### src/rtl/password_check.sv
// password_check: digit-entry lock. Collects PW_LEN digits, then either
// compares them with the stored password (true_out / false_out) or stores
// them as the new password (pw_saved). Result pulses are registered and
// appear one cycle after the FSM enters COMPARE.
// Optional feature: define PW_TIMEOUT_EN to abandon an entry after TIMEOUT
// idle cycles, reported as a failed attempt on false_out.
module password_check #(
  parameter int unsigned PW_LEN  = 4,
  parameter int unsigned TIMEOUT = 255
) (
  input  logic       clk,
  input  logic       rst,
  input  logic       key_valid,
  input  logic [3:0] key_code,
  input  logic       set_mode,
  input  logic       lock,
  output logic       true_out,
  output logic       false_out,
  output logic       pw_saved,
  output logic [2:0] digit_cnt
);

  localparam logic [1:0] IDLE    = 2'd0;
  localparam logic [1:0] ENTRY   = 2'd1;
  localparam logic [1:0] COMPARE = 2'd2;

  localparam logic [3:0] KEY_CLEAR = 4'hF;
  localparam logic [3:0] KEY_MAX   = 4'd9;

  if (PW_LEN < 1 || PW_LEN > 7 || TIMEOUT < 1) begin : gen_param_check
    $error("password_check: PW_LEN must be 1-7 and TIMEOUT at least 1");
  end

  logic [1:0] state_q, state_d;
  logic [2:0] cnt_q, cnt_d;
  logic       mode_q, mode_d;
  logic [3:0] entry_q  [PW_LEN];
  logic [3:0] entry_d  [PW_LEN];
  logic [3:0] stored_q [PW_LEN];
  logic [3:0] stored_d [PW_LEN];
  logic       true_q, true_d;
  logic       false_q, false_d;
  logic       saved_q, saved_d;

  logic       accept;
  logic       clear_key;
  logic       match;
  logic [2:0] cnt_inc;

`ifdef PW_TIMEOUT_EN
  localparam int unsigned TmrW = (TIMEOUT > 1) ? $clog2(TIMEOUT) : 1;
  logic [TmrW-1:0] tmr_q, tmr_d;
`endif

  // Key qualification: lock always wins, COMPARE ignores the keypad.
  always_comb begin
    accept    = key_valid && (key_code <= KEY_MAX) && !lock &&
                (state_q == IDLE || state_q == ENTRY);
    clear_key = key_valid && (key_code == KEY_CLEAR) && (state_q == ENTRY);
    cnt_inc   = cnt_q + 3'd1;
  end

  // Full-entry comparison, slot 0 holds the first digit entered.
  always_comb begin
    match = 1'b1;
    for (int i = 0; i < int'(PW_LEN); i++) begin
      if (entry_q[i] != stored_q[i]) match = 1'b0;
    end
  end

  // Next-state logic for FSM, entry buffer, stored password and pulses.
  always_comb begin
    state_d  = state_q;
    cnt_d    = cnt_q;
    mode_d   = mode_q;
    entry_d  = entry_q;
    stored_d = stored_q;
    true_d   = 1'b0;
    false_d  = 1'b0;
    saved_d  = 1'b0;
`ifdef PW_TIMEOUT_EN
    tmr_d    = tmr_q;
`endif
    case (state_q)
      COMPARE: begin
        if (mode_q) begin
          stored_d = entry_q;
          saved_d  = 1'b1;
        end else if (match) begin
          true_d   = 1'b1;
        end else begin
          false_d  = 1'b1;
        end
        state_d = IDLE;
        cnt_d   = 3'd0;
        for (int i = 0; i < int'(PW_LEN); i++) entry_d[i] = 4'd0;
      end
      IDLE, ENTRY: begin
        if (state_q == ENTRY && (lock || clear_key)) begin
          // Silent abort: no result pulse.
          state_d = IDLE;
          cnt_d   = 3'd0;
          for (int i = 0; i < int'(PW_LEN); i++) entry_d[i] = 4'd0;
        end else if (accept) begin
          // The mode of an entry is fixed by its first digit.
          if (state_q == IDLE) mode_d = set_mode;
          for (int i = 0; i < int'(PW_LEN); i++) begin
            if (cnt_q == 3'(i)) entry_d[i] = key_code;
          end
          cnt_d   = cnt_inc;
          state_d = (cnt_inc == 3'(PW_LEN)) ? COMPARE : ENTRY;
`ifdef PW_TIMEOUT_EN
          tmr_d   = '0;
`endif
        end
`ifdef PW_TIMEOUT_EN
        else if (state_q == ENTRY) begin
          if (tmr_q == TmrW'(TIMEOUT - 1)) begin
            // Stale entry counts as a failed attempt.
            state_d = IDLE;
            cnt_d   = 3'd0;
            false_d = 1'b1;
            tmr_d   = '0;
            for (int i = 0; i < int'(PW_LEN); i++) entry_d[i] = 4'd0;
          end else begin
            tmr_d = tmr_q + 1'b1;
          end
        end
`endif
      end
      default: begin
        state_d = IDLE;
        cnt_d   = 3'd0;
      end
    endcase
  end

  // State registers; reset restores the default password 1,2,3,...
  always_ff @(posedge clk or negedge rst) begin
    if (!rst) begin
      state_q <= IDLE;
      cnt_q   <= 3'd0;
      mode_q  <= 1'b0;
      true_q  <= 1'b0;
      false_q <= 1'b0;
      saved_q <= 1'b0;
      for (int i = 0; i < int'(PW_LEN); i++) begin
        entry_q[i]  <= 4'd0;
        stored_q[i] <= 4'((i + 1) % 10);
      end
`ifdef PW_TIMEOUT_EN
      tmr_q   <= '0;
`endif
    end else begin
      state_q  <= state_d;
      cnt_q    <= cnt_d;
      mode_q   <= mode_d;
      true_q   <= true_d;
      false_q  <= false_d;
      saved_q  <= saved_d;
      entry_q  <= entry_d;
      stored_q <= stored_d;
`ifdef PW_TIMEOUT_EN
      tmr_q    <= tmr_d;
`endif
    end
  end

  assign true_out  = true_q;
  assign false_out = false_q;
  assign pw_saved  = saved_q;
  assign digit_cnt = cnt_q;

endmodule
### config.mk
export PLATFORM = sky130hd
export DESIGN_NAME = password_check
export DESIGN_NICKNAME = d
export VERILOG_FILES = /design/src/rtl/password_check.sv
export SDC_FILE = /design/constraint.sdc
export NUM_CORES = 1
export LEC_CHECK = 0
export ABC_AREA = 1
export BUFFER_PORTS_ARGS = -buffer_cell sky130_fd_sc_hd__buf_2
export CAP_MARGIN = 20
export CORE_AREA = 2 2 70 72
export DETAILED_ROUTE_END_ITERATION = 16
export DIE_AREA = 0 0 72 74
export HOLD_SLACK_MARGIN = 0.08
export PLACE_DENSITY_LB_ADDON = 0.25
export SLEW_MARGIN = 20
export SYNTH_ARGS = -nofsm -noshare
export SYNTH_HDL_FRONTEND = slang
export SYNTH_SLANG_ARGS = --single-unit
### constraint.sdc
create_clock -name clk -period 1.18 [get_ports clk]
set_input_delay 0.059 -clock clk [delete_from_list [all_inputs] [get_ports clk]]
set_output_delay 0.059 -clock clk [all_outputs]
set_load 0.005 [all_outputs]
# == Yosys cells after proc, flatten, opt, wreduce, memory -nomap -nowiden ==
# Cells that the tools add are included.
# word_totals
reg_bits,41
latch_bits,0
ramBits,0
mem_bits_ro,0
word_cells,78
n_memories,0
# op_classes
addsub,1
n_mul,0
div_mod_pow,0
n_lt_le_gt_ge,1
n_eq_ne,16
shifts,0
mux,26
bitwise_logic,1
reduce_logical,19
# ops
operator,n
two-way mux 16 bit,2
case mux 16 bit (2 select lines),1
two-way mux 4 bit,4
inequality test 4 bit,4
inequality test 3 bit (second input constant),5
two-way mux 1 bit,12
AND reduction 3 bit,4
two-way mux 3 bit,3
two-way mux 2 bit,4
== test 3 x 2 -> 1 bit (second input constant),2
logical AND 1 bit,6
== test 4 bit (second input constant),1
<= comparator 4 bit (second input constant),1
AND reduction 4 bit,1
adder 3 x 1 -> 3 bit (second input constant),1
== test 3 x 1 -> 1 bit (second input constant),1
== test 3 bit (second input constant),1
logical NOT 3 bit,1
== test 2 x 1 -> 1 bit (second input constant),1
== test 2 bit (second input constant),1
logical NOT 2 bit,1
logical OR 1 bit,2
AND reduction 2 bit,1
nonzero test 2 bit,1
3 further kinds,3

# == Longest topological paths before layout ==
# logic_depth
depth_word,8
mapped_depth,7
mapped_depth_nobuf,7

# == Least setup slack after synthesis ==
# No wires, ideal clock.
# synth_timing
path_type,reg2reg
startpoint,register cnt_q[0] (netlist: digit_cnt[0])
endpoint,register entry_q[0] (netlist bit)
setup_time_ps,66
arrival_ps,1225
required_ps,1114
path_slack_ps,-110
stages_incl_launch_ff,8
path_cell_list,dfrtp_1 ha_1 ha_1 inv_1 nand3_1 nand3_1 nand2_1 nand2_1
# synth_via
elab_chain_len,3
# synth_lines
item,line,rtl
"start, declared",35,"logic [2:0] cnt_q, cnt_d;"
"start signal, assigned",156,cnt_q <= cnt_d;
== test 3 x 2 -> 1 bit,108,if (cnt_q == 3'(i)) entry_d[i] = key_code;
inequality test 3 bit (no source line),-,
AND reduction 3 bit (no source line),-,
"end signal, assigned",161,entry_q <= entry_d;
"end, declared",37,logic [3:0] entry_q [PW_LEN];
# No other way between the ends.
# A chain may end at the register's enable or synchronous reset.

# == Worst setup path after layout ==
# layout_timing
startpoint,register state_q[1]
endpoint,register entry_q[10] (netlist bit)
# layout_via
elab_chain_len,6
elab_cells_between_ends,15
# layout_lines
item,line,rtl
"start, declared",34,"logic [1:0] state_q, state_d;"
"start signal, assigned",155,state_q <= state_d;
== test 2 x 1 -> 1 bit,-,
logical AND 1 bit,59,clear_key = key_valid && (key_code == KEY_CLEAR) && (state_q == ENTRY);
logical OR 1 bit,99,if (state_q == ENTRY && (lock || clear_key)) begin
logical AND 1 bit,99,
inequality test 3 bit (no source line) / two-way mux 16 bit (equally long branches),-,
AND reduction 3 bit (no source line) / case mux 16 bit (2 select lines) (equally long branches),-,
# Several ways; a longest one is shown, not always the timed one.

==> results.yml <==
outcome:
  status: "finished, violations left"
  failed_checks: "negative setup slack"
cells_and_area:
  fin_nets: 314
  drive_gt1_frac: 0.3488
  insertedDiodeCount: 0
  syn2layout_area_growth_pct: 39.76
  fillers: 410
  post-route-util: 0.6093
global_route:
  grt_pass1_vias: 1686
  top_usage_layer: "met2"
  met3_usage: 0.04336
  grt_pass1_wl_mm: 7.652
  grt_max_degree: 42
  grt_usage: 0.1867
  overflow: 0
  grt_util_met1: 0.2283
  antenna_found_initial: 0
  grt_use_met2: 0.3272
synthesis:
  synthTopCellsByArea: "dfrtp_1 (45%), nand2_1 (17%), nand3_1 (7.2%), dfstp_2 (6.6%), xor2_1 (4.8%)"
  synthSimpleGateAreaFrac: 0.3102
  synthMuxAreaShare: 0
  async_flop_share: 1.000
  yosys.area.top_type: "dfrtp_1"
  syn_area_mm2: 0.002004
  yosys-top-cells-count: "nand2_1 (93), dfrtp_1 (36), nand3_1 (29)"
  netlist.area_leader.share: 0.4494
  synth_top_family_by_area: "simple AND/OR/NAND/NOR gates"
  synthCells: 242
  synth_enable_flop_cells: 0
  synthDistinctLibCells: 23
  syn_avg_cell_area_um2: 8.283
  ys.flop_type: "dfrtp_1"
  syn-num-nets: 256
  synth-xor-area-share: 0.06554
  synth-compound-area-share: 0.03246
  synth_seq_cells: 41
  ys.warnings.count: 0
  ys_seq_area_frac: 0.5150
  synth_most_common_cell: "nand2_1"
  synth_fa_ha_area_frac: 0.03121
floorplanning:
  coreArea_mm2: 0.004598
  rows: 25
  dieArea_mm2: 0.005328
  die_x_um: 72
  io_pins: 15
  start_util: 0.4359
  die_h_um: 74
clocking:
  clkSinkCount: 41
  clock_latency_ns: 0.29
  cts_tree: "yes"
  cts_root_buf: "clkbuf_8"
  cts.path.max_buffers: 2
  clkSlewWorstSetupHoldPaths_ns: 0.08
  cts_buffers: 5
  h-tree-depth: 2
sta:
  finalWorstSetupSlack_ns: -0.1204
  min_period_over_period: 1.102
  slew_viol_final: 0
  hold_viol_final: 0
  period_needed_ns: 1.300
  fmaxAchievable_mhz: 769.0
  tightest_slew_ns: 0.3008
  max_slew_margin: 0.7973
  grt_setup_unrepaired: "yes"
  clock_skew_ns: 0.006919
  setup_violations: 35
hold_path:
  hp-class: "in2reg"
  holdPathStages: 4
  min_to: "state_q[1]"
  hold_path_startpoint: "lock"
critical_path:
  r2r-end: "entry_q[10]"
  rrSetupSlack_ns: -0.12
  start_kind: "register"
  required_ns: 1.41
  path_cells: "nor2_4 > nand2_4 > a21oi_4 > buf_12 > nand3_1 > nand2_1"
  setup.worst_path.start: "state_q[1]"
  crit_buf_inv: 1
  cp_top_family: "flip-flops"
  critical_path.max_stage_delay_ns: 0.47
  arrival_ns: 1.53
  worstSetupPathType: "reg2reg"
  cp_max_fo: 16
  reg2reg_depth: 6
  rr_startpoint: "state_q[1]"
  end_kind: "register"
  critPathSlowestCell: "dfrtp_2"
routing:
  drc: 0
  antenna_left: 0
  viasPerCell: 4.811
  post_drt_wl_per_cell_um: 12.74
  first_pass_iters: 4
  via_count: 1708
  wl_mm: 4.523
  drtIter0Drc: 66
power:
  leakage_uw: 0.001493
  p_total_uw: 5674
  ir_drop_uv: 975.3
  power_density_mw_per_mm2: 2025
run:
  drv_cap: 0
place:
  hpwl_mm: 3.014
  port_buffers: 14
  gp_congestion: 0.8247
## worst max-delay path by stage
stage | to | slack (ns) | depth (start not counted)
final | entry_q[10] | -0.12 | 6
after global routing | entry_q[10] | -0.19 | 7
after CTS | entry_q[1] | -0.08 | 7
after detailed placement | entry_q[9] | -0.20 | 6
after global placement | entry_q[7] | -0.16 | 6
after floorplan | entry_q[10] | -0.07 | 7
## state kept, by name, summed over array words and instances, names as in the netlist
register   count
digit_cnt      3
entry_q       16
false_out      1
mode_q         1
pw_saved       1
state_q        2
stored_q      16
true_out       1
## final cells by class
cell class | count | area (µm²) | area share
repair buffers | 54 | 437.9 | 0.1563
clock buffers | 7 | 86.33 | 0.03082
multi-input cells | 180 | 1074 | 0.3832
inverters | 18 | 72.57 | 0.02590
well taps | 54 | 67.56 | 0.02412
clock inverters | 1 | 30.03 | 0.01072
flip-flops and latches | 41 | 1033 | 0.3689
## per-stage QoR
| stage | cells | setup WS [ns] | hold slack [ns] | area (µm²) | setup TNS [ns] |
|---|---|---|---|---|---|
| floorplan | 242 | -0.06751 | -0.2366 | 2026 | -1.097 |
| detailed placement | 339 | -0.1977 | 0.04755 | 2399 | -3.388 |
| CTS | 350 | -0.07829 | 0.1228 | 2715 | -1.234 |
| finish | 355 | -0.1204 | 0.1415 | 2801 | -2.614 |
| global placement | 339 | -0.1631 | 0.05016 | 2399 | -2.557 |
| global route | 355 | -0.1927 | 0.1511 | 2801 | -4.994 |
## power breakdown
group	internal (µW)	switching, µW	total, µW
Clock	690	484	1170
Sequential	1820	339	2160
Combinational	1130	1220	2340
Total	3640	2040	5670
## timing repair
item | in CTS | in global routing
hold buffers | 2 | 0
cloned | 0 | 1
resized for setup | 49 | 12
setup buffers | 1 | 4
pin swaps | 13 | 5
hold endpoints to repair | 42 | 0
endpoints found under the setup margin | 37 | 39
## worst reg2reg max path, cell delays in order (launching register included)
cell	delay, ns
dfrtp_2	0.47
nor2_4	0.12
nand2_4	0.15
a21oi_4	0.18
buf_12	0.15
nand3_1	0.10
nand2_1	0.08
## layout by cell type (no fill, tap or decap), types with 2 or more instances in the layout
master / n
buf_12: 2
dfrtp_1: 35
nand3_4: 2
nand2_1: 87
inv_4: 2
o21ai_1: 3
nor2_2: 2
buf_4: 26
xnor2_1: 4
nand2_4: 2
nor2_1: 14
inv_1: 12
nor3_4: 2
nand3_1: 19
buf_6: 10
dlygate4sd3_1: 2
xor2_1: 11
nand2_2: 4
dfstp_2: 5
inv_2: 4
o21ai_0: 2
clkbuf_8: 6
nor2_4: 6
ha_2: 3
nand3_2: 8
buf_2: 14
## logic make-up after synthesis
kind of cell	after synthesis
fa+ha+maj	5
compound gates	10
xor+xnor	15
buf+inv	21
simple gates	150
flops	41
## per-layer routing
metal / part of all wire / wire length (µm) / vias to the layer above
met2: 0.50 / 2269 / 22
met1: 0.46 / 2074 / 802
met3: 0.023 / 105 / 6
met4: 0.016 / 74 / 0
met5: 0 / 0 / -
li1: - / - / 878
(Power assumes the default switching activity.)
